<file path="config.mk">
export PLATFORM = sky130hd
export DESIGN_NAME = alu_control
export DESIGN_NICKNAME = d
export VERILOG_FILES = /design/src/rtl/alu_ctrl_pkg.sv /design/src/rtl/alu_ctrl_decode.sv /design/src/rtl/alu_control.sv
export SDC_FILE = /design/constraint.sdc
export NUM_CORES = 1
export LEC_CHECK = 0
export ABC_CLOCK_PERIOD_IN_PS = 900
export CAP_MARGIN = 5
export CORE_AREA = 3 3 40 42
export CTS_CLUSTER_SIZE = 30
export DETAILED_ROUTE_END_ITERATION = 6
export DIE_AREA = 0 0 43 45
export DONT_BUFFER_PORTS = 1
export RECOVER_POWER = 50
export SETUP_SLACK_MARGIN = 0.02
export SLEW_MARGIN = 15
export SYNTH_ARGS = -nofsm -noshare
export SYNTH_HDL_FRONTEND = slang
export SYNTH_SLANG_ARGS = --single-unit
export TNS_END_PERCENT = 50
</file>
<file path="constraint.sdc">
create_clock -name clk -period 0.9 [get_ports clk]
set_input_delay 0.18 -clock clk [delete_from_list [all_inputs] [get_ports clk]]
set_output_delay 0.18 -clock clk [all_outputs]
set_load 0.01 [all_outputs]
</file>
<file path="src/rtl/alu_ctrl_pkg.sv">
// Shared encodings for the ALU control decoder: ALU select codes, aluOp codes
// and R-type funct codes.
package alu_ctrl_pkg;

    localparam logic [2:0] ALU_AND = 3'b000;
    localparam logic [2:0] ALU_OR  = 3'b001;
    localparam logic [2:0] ALU_ADD = 3'b010;
    localparam logic [2:0] ALU_SUB = 3'b110;
    localparam logic [2:0] ALU_SLT = 3'b111;

    localparam logic [1:0] ALUOP_MEM   = 2'b00;
    localparam logic [1:0] ALUOP_BEQ   = 2'b01;
    localparam logic [1:0] ALUOP_RTYPE = 2'b10;
    localparam logic [1:0] ALUOP_RSVD  = 2'b11;

    localparam logic [5:0] FN_ADD = 6'b100000;
    localparam logic [5:0] FN_SUB = 6'b100010;
    localparam logic [5:0] FN_AND = 6'b100100;
    localparam logic [5:0] FN_OR  = 6'b100101;
    localparam logic [5:0] FN_SLT = 6'b101010;

endpackage

</file>
<file path="src/rtl/alu_ctrl_decode.sv">
// Combinational decode of aluOp/func into the next ALU select and error flag.
module alu_ctrl_decode
    import alu_ctrl_pkg::*;
(
    input  logic [1:0] aluOp,
    input  logic [5:0] func,
    output logic [2:0] next_ctr,
    output logic       next_err
);

    always_comb begin
        // Anything not explicitly decoded falls back to ADD with the error flag.
        next_ctr = ALU_ADD;
        next_err = 1'b1;
        case (aluOp)
            ALUOP_MEM: begin
                next_ctr = ALU_ADD;
                next_err = 1'b0;
            end
            ALUOP_BEQ: begin
                next_ctr = ALU_SUB;
                next_err = 1'b0;
            end
            ALUOP_RTYPE: begin
                next_err = 1'b0;
                case (func)
                    FN_ADD:  next_ctr = ALU_ADD;
                    FN_SUB:  next_ctr = ALU_SUB;
                    FN_AND:  next_ctr = ALU_AND;
                    FN_OR:   next_ctr = ALU_OR;
                    FN_SLT:  next_ctr = ALU_SLT;
                    default: begin
                        next_ctr = ALU_ADD;
                        next_err = 1'b1;
                    end
                endcase
            end
            default: begin
                next_ctr = ALU_ADD;
                next_err = 1'b1;
            end
        endcase
    end

endmodule

</file>
<file path="src/rtl/alu_control.sv">
// ALU control decoder with a single registered output stage; outputs come
// straight from flops so they never glitch between edges.
module alu_control
    import alu_ctrl_pkg::*;
(
    input  logic       clk,
    input  logic       rst_n,
    input  logic [5:0] func,
    input  logic [1:0] aluOp,
    output logic [2:0] aluCtr,
    output logic       aluCtr_err
);

    logic [2:0] w_next_ctr;
    logic       w_next_err;
    logic [2:0] r_ctr;
    logic       r_err;

    alu_ctrl_decode u_decode (
        .aluOp    (aluOp),
        .func     (func),
        .next_ctr (w_next_ctr),
        .next_err (w_next_err)
    );

    always_ff @(posedge clk or negedge rst_n) begin
        if (!rst_n) begin
            r_ctr <= ALU_ADD;
            r_err <= 1'b0;
        end else begin
            r_ctr <= w_next_ctr;
            r_err <= w_next_err;
        end
    end

    assign aluCtr     = r_ctr;
    assign aluCtr_err = r_err;

endmodule

</file>
== Yosys cells after proc, flatten, opt, wreduce, memory -nomap -nowiden ==
Index checks and enable logic that the tools add are counted.

* Equality and inequality tests: 7
* Multiplexer cells: 4
* Reduce and logical (&&, ||, !) cells: 3

{| class="wikitable"
|+ Operators with widths
! kind !! count
|-
| equality test 6 bit, second input constant || 5
|-
| one-hot mux 3 bit (4 select lines) || 1
|-
| one-hot mux 3 bit (2 select lines) || 1
|-
| OR reduction 5 bit || 1
|-
| equality test 2 x 1 -> 1 bit, second input constant || 1
|-
| equality test 2 bit, second input constant || 1
|-
| zero test 2 bit || 1
|-
| one-hot mux 1 bit (2 select lines) || 1
|-
| OR reduction 2 bit || 1
|-
| 2-to-1 mux 1 bit || 1
|}

* Bits in registers: 4
* Logic and storage cells: 16
* Bits of input ports: 10
* Output and inout bits: 4

== Depth between registers and ports, before layout ==
* Word-level depth: 4
* Depth in mapped cells: 5
* Mapped depth without buffers: 5

== Modules after synthesis ==
Synthesis repeated with hierarchy kept, for this count alone.

* Cell total of the unflattened synthesis: 26
* Area total of the unflattened synthesis: 250.2 um2

{| class="wikitable"
|+ By module, submodules not included
! module !! area an instance (um2) !! cells each !! times used !! sequential area each (um2)
|-
| alu_ctrl_decode || 148.9 || 22 || 1 || 0.0
|-
| alu_control || 101.3 || 4 || 1 || 101.3
|}

== Worst setup path after synthesis ==
Ideal clock, no wire load.

* Kind: input port to flip-flop
* Start point: input port func[5]
* End point: register r_ctr[1] (netlist: aluCtr[1])
* Library setup time: 0.089 ns
* Buffers on the path: 0
* Stages on the path: 3
* Required time: 0.811 ns
* Arrival: 0.721 ns
* Slack: 0.090 ns
* Cells stage by stage: or2b_1 > o41ai_1 > nand3_1

* Cells in the longest elaborated chain, start to end: 3
* Elaborated cells between the ends (all ways): 6
* Classes of those cells: 4 x eq/ne; 2 x mux

{| class="wikitable"
|+ RTL lines
! item !! RTL line !! text
|-
| from (decl) || alu_control.sv:8 || <nowiki>input logic [5:0] func,</nowiki>
|-
| equality test 6 bit || alu_ctrl_decode.sv:26 || <nowiki>case (func)</nowiki>
|-
| one-hot mux 3 bit (4 select lines) * || alu_ctrl_decode.sv:26 ||
|-
| one-hot mux 3 bit (2 select lines) * || alu_ctrl_decode.sv:15 || <nowiki>case (aluOp)</nowiki>
|-
| net u_decode.next_ctr[1] || alu_ctrl_decode.sv:7 || <nowiki>output logic [2:0] next_ctr,</nowiki>
|-
| to (signal assigned) || alu_control.sv:31 || <nowiki>r_ctr <= w_next_ctr;</nowiki>
|-
| to (decl) || alu_control.sv:16 || <nowiki>logic [2:0] r_ctr;</nowiki>
|}

Mark *: on every way through the listed nets, which the timed path passes. The rest lies on a longest branch.

== Worst setup path after layout ==
* Start point: register r_ctr[1] (netlist: aluCtr[1])
* End point: output port aluCtr[1]

{| class="wikitable"
|+ RTL lines
! item !! RTL line !! text
|-
| to (decl) || alu_control.sv:10 || <nowiki>output logic [2:0] aluCtr,</nowiki>
|}

No word-level cell between the ends.

==> impl_metrics.csv <==
group,metric,value,unit
yosys,avgSynthCellArea,10.11,sq um
worst_setup_path,startpoint,"aluCtr[1]$_DFF_PN1_",
timing,max_slew_margin,79.30,%
clock_network,clk_pin_slew,0.04,ns
min_path,hp-class,"in2reg",
yosys,syn_inst,26,
floorplan,initial_utilization,20.45,%
clock_network,clock-sinks,4,
worst_setup_path,start_kind,"flip-flop",
finish,nNetsFinal,45,
timing,rsz0062_at_grt,"yes",
yosys,synth_cell_types,15,
worst_setup_path,path_class,"reg2out",
detailed_routing,first_iter_violations,0,
global_route,antenna_found_initial,0,
timing,final_hold_viol_count,0,
place,port_buffers,0,
worst_setup_path,cp.required,0.72,ns
global_route,grt_pass1_wl,800,um
power_and_ir_drop,power_density,1585,nW/um^2
timing,tns,-0.04524,ns
global_route,grt_max_degree,6,
global_route,grt_pass1_vias,223,
power_and_ir_drop,ir_worst_vdd,0.0002425,V
detailed_routing,first_pass_iters,1,
clock_network,ctsRootBufferMaster,"clkbuf_4",
detailed_routing,wire_per_inst,10.57,um
job,max_cap_violations,0,
yosys,synth-seq-cells,4,
place,hpwlAfterDp,412.5,um
finish,diodes,0,
timing,slew_violations,0,
timing,min_period,0.9452,ns
timing,period_share,105.0,%
clock_network,postCtsSetupRepairBufs,0,
detailed_routing,drc_errors,0,
worst_setup_path,cp_max_fo,1,
floorplan,fp.dieH,45,um
yosys,yosys_warnings,0,
floorplan,fp.dieW,43,um
yosys,synth_nets,39,
timing,finalWorstSetupSlack,-0.04524,ns
detailed_routing,antenna_left,0,
floorplan,core,1285,sq um
timing,setup_viol,1,
clock_network,h-tree-depth,1,
yosys,syn_area,262.8,sq um
run_status,status,"finished with violations",
finish,filler_cell_count,136,
min_path,worstHoldStart,"func[3]",
global_route,grt-ovfl-total,0,
place,place_congestion,0.7009,
worst_setup_path,cp.arrival,0.77,ns
floorplan,ioPinCount,14,
power_and_ir_drop,p_leak,0.0001540,uW
clock_network,cts_buffer_depth,2,
clock_network,cts_buffers,3,
floorplan,row_count,13,
clock_network,cts_resized,0,
finish,drive_gt1_share,16.13,%
worst_setup_path,endpoint_kind,"output pin",
run_status,violations,"setup timing",
timing,max_freq,1.058,GHz
floorplan,design.die.area,1935,sq um
detailed_routing,wl,486,um
clock_network,cts_tree,"done",
detailed_routing,avgViaCountPerCell,4.348,
power_and_ir_drop,power,503.6,uW
yosys,seq_area_frac_synth,38.57,%
global_route,track_usage,5.833,%
finish,syn2layout_area_growth,20.95,%
detailed_routing,route.vias.total,200,
timing,worst_pin_slew,0.3065,ns
==> cell usage in the layout, fill, tap and decap left out <==
cell type and count:
inv_1 4, ha_1 3, dfrtp_1 3, clkbuf_4 3
nor2b_1 2, a31oi_1 2, a21oi_1 2, nor2_1 2
nor3b_2 1, or2b_1 1, o41ai_1 1, nand3_1 1
mux2i_1 1, and4bb_1 1, and4b_1 1, dfstp_2 1
clkbuf_1 1, dlygate4sd3_1 1
==> metrics by stage <==
step | area [sq um] | hold slack [ns] | worst slack (ns) | util [%] | cells
after floorplan | 262.8 | -0.1156 | 0.08996 | - | 26
after global placement | 281.5 | -0.1155 | -0.02259 | 21.91 | 41
after detailed placement | 281.5 | -0.1155 | -0.01520 | 21.91 | 41
after CTS | 317.8 | 0.1296 | -0.05462 | 24.73 | 46
after global routing | 317.8 | 0.1503 | -0.06217 | 24.73 | 46
final | 317.8 | 0.1372 | -0.04524 | 24.73 | 46
==> synth_stat cells <==
cell,n,area (sq um)
a21oi_1,2,10.01
and4bb_1,1,12.51
nor3b_2,1,12.51
o41ai_1,1,8.760
inv_1,4,15.01
or2b_1,1,7.510
a31oi_1,2,12.51
nor2_1,2,7.510
dfstp_2,1,26.28
mux2i_1,1,10.01
nand3_1,1,5.000
ha_1,3,37.54
and4b_1,1,10.01
nor2b_1,2,12.51
dfrtp_1,3,75.07
==> path summary, 6_finish.rpt <==
kind | endpoint | cells past startpoint | slack, ns
max in group asynchronous | aluCtr[1]$_DFF_PN1_ | 1 | 0.44
worst min-delay path | aluCtr[1]$_DFF_PN1_ | 2 | 0.14
worst max-delay path | aluCtr[1] | 0 | -0.05
min in group asynchronous | aluCtr[0]$_DFF_PN0_ | 1 | 0.22
==> cells by family after synthesis <==
group / after synthesis / share of synthesized area (%)
AND/OR/NAND/NOR: 9 / 25.71
AO/OA/AOI/OAI: 5 / 11.90
buffers and inverters: 4 / 5.713
flip-flops: 4 / 38.57
adder cells (fa/ha/maj): 3 / 14.29
multiplexers: 1 / 3.810
==> flip-flops by register name, indices dropped and copies added, names as in the netlist <==
register    flops
aluCtr          3
aluCtr_err      1
==> layout make-up <==
type | instances | area [sq um] | share of cell area [%]
Tap cell | 15 | 18.77 | 5.906
Timing Repair Buffer | 1 | 10.01 | 3.150
Clock buffer | 4 | 26.28 | 8.268
Multi-Input combinational cell | 18 | 146.4 | 46.06
Inverter | 4 | 15.01 | 4.724
Sequential cell | 4 | 101.3 | 31.89
==> power by group <==
| group | switching, uW | leakage [uW] | internal [uW] |
|---|---|---|---|
| sequential | 9.11 | 0.0000488 | 195 |
| clock | 77.7 | 0.0000150 | 167 |
| combinational | 27.3 | 0.0000903 | 27.6 |
| total | 114 | 0.000154 | 389 |
==> repair_timing <==
item,4_1_cts,5_1_grt
hold buffers,1,0
endpoints found under the setup margin,1,1
endpoints found under the hold margin,4,0
==> per-layer routing <==
layer | GRT usage, % | wire, um | part of all wire (%) | vias to the layer above
met5 | 0 | 0 | 0 | -
met4 | 5.422 | 0 | 0 | 0
met3 | 1.992 | 62 | 13 | 0
met2 | 9.281 | 229 | 47 | 11
met1 | 6.039 | 194 | 40 | 89
li1 | - | - | - | 100
No activity file was read; power rests on OpenSTA's default activity.
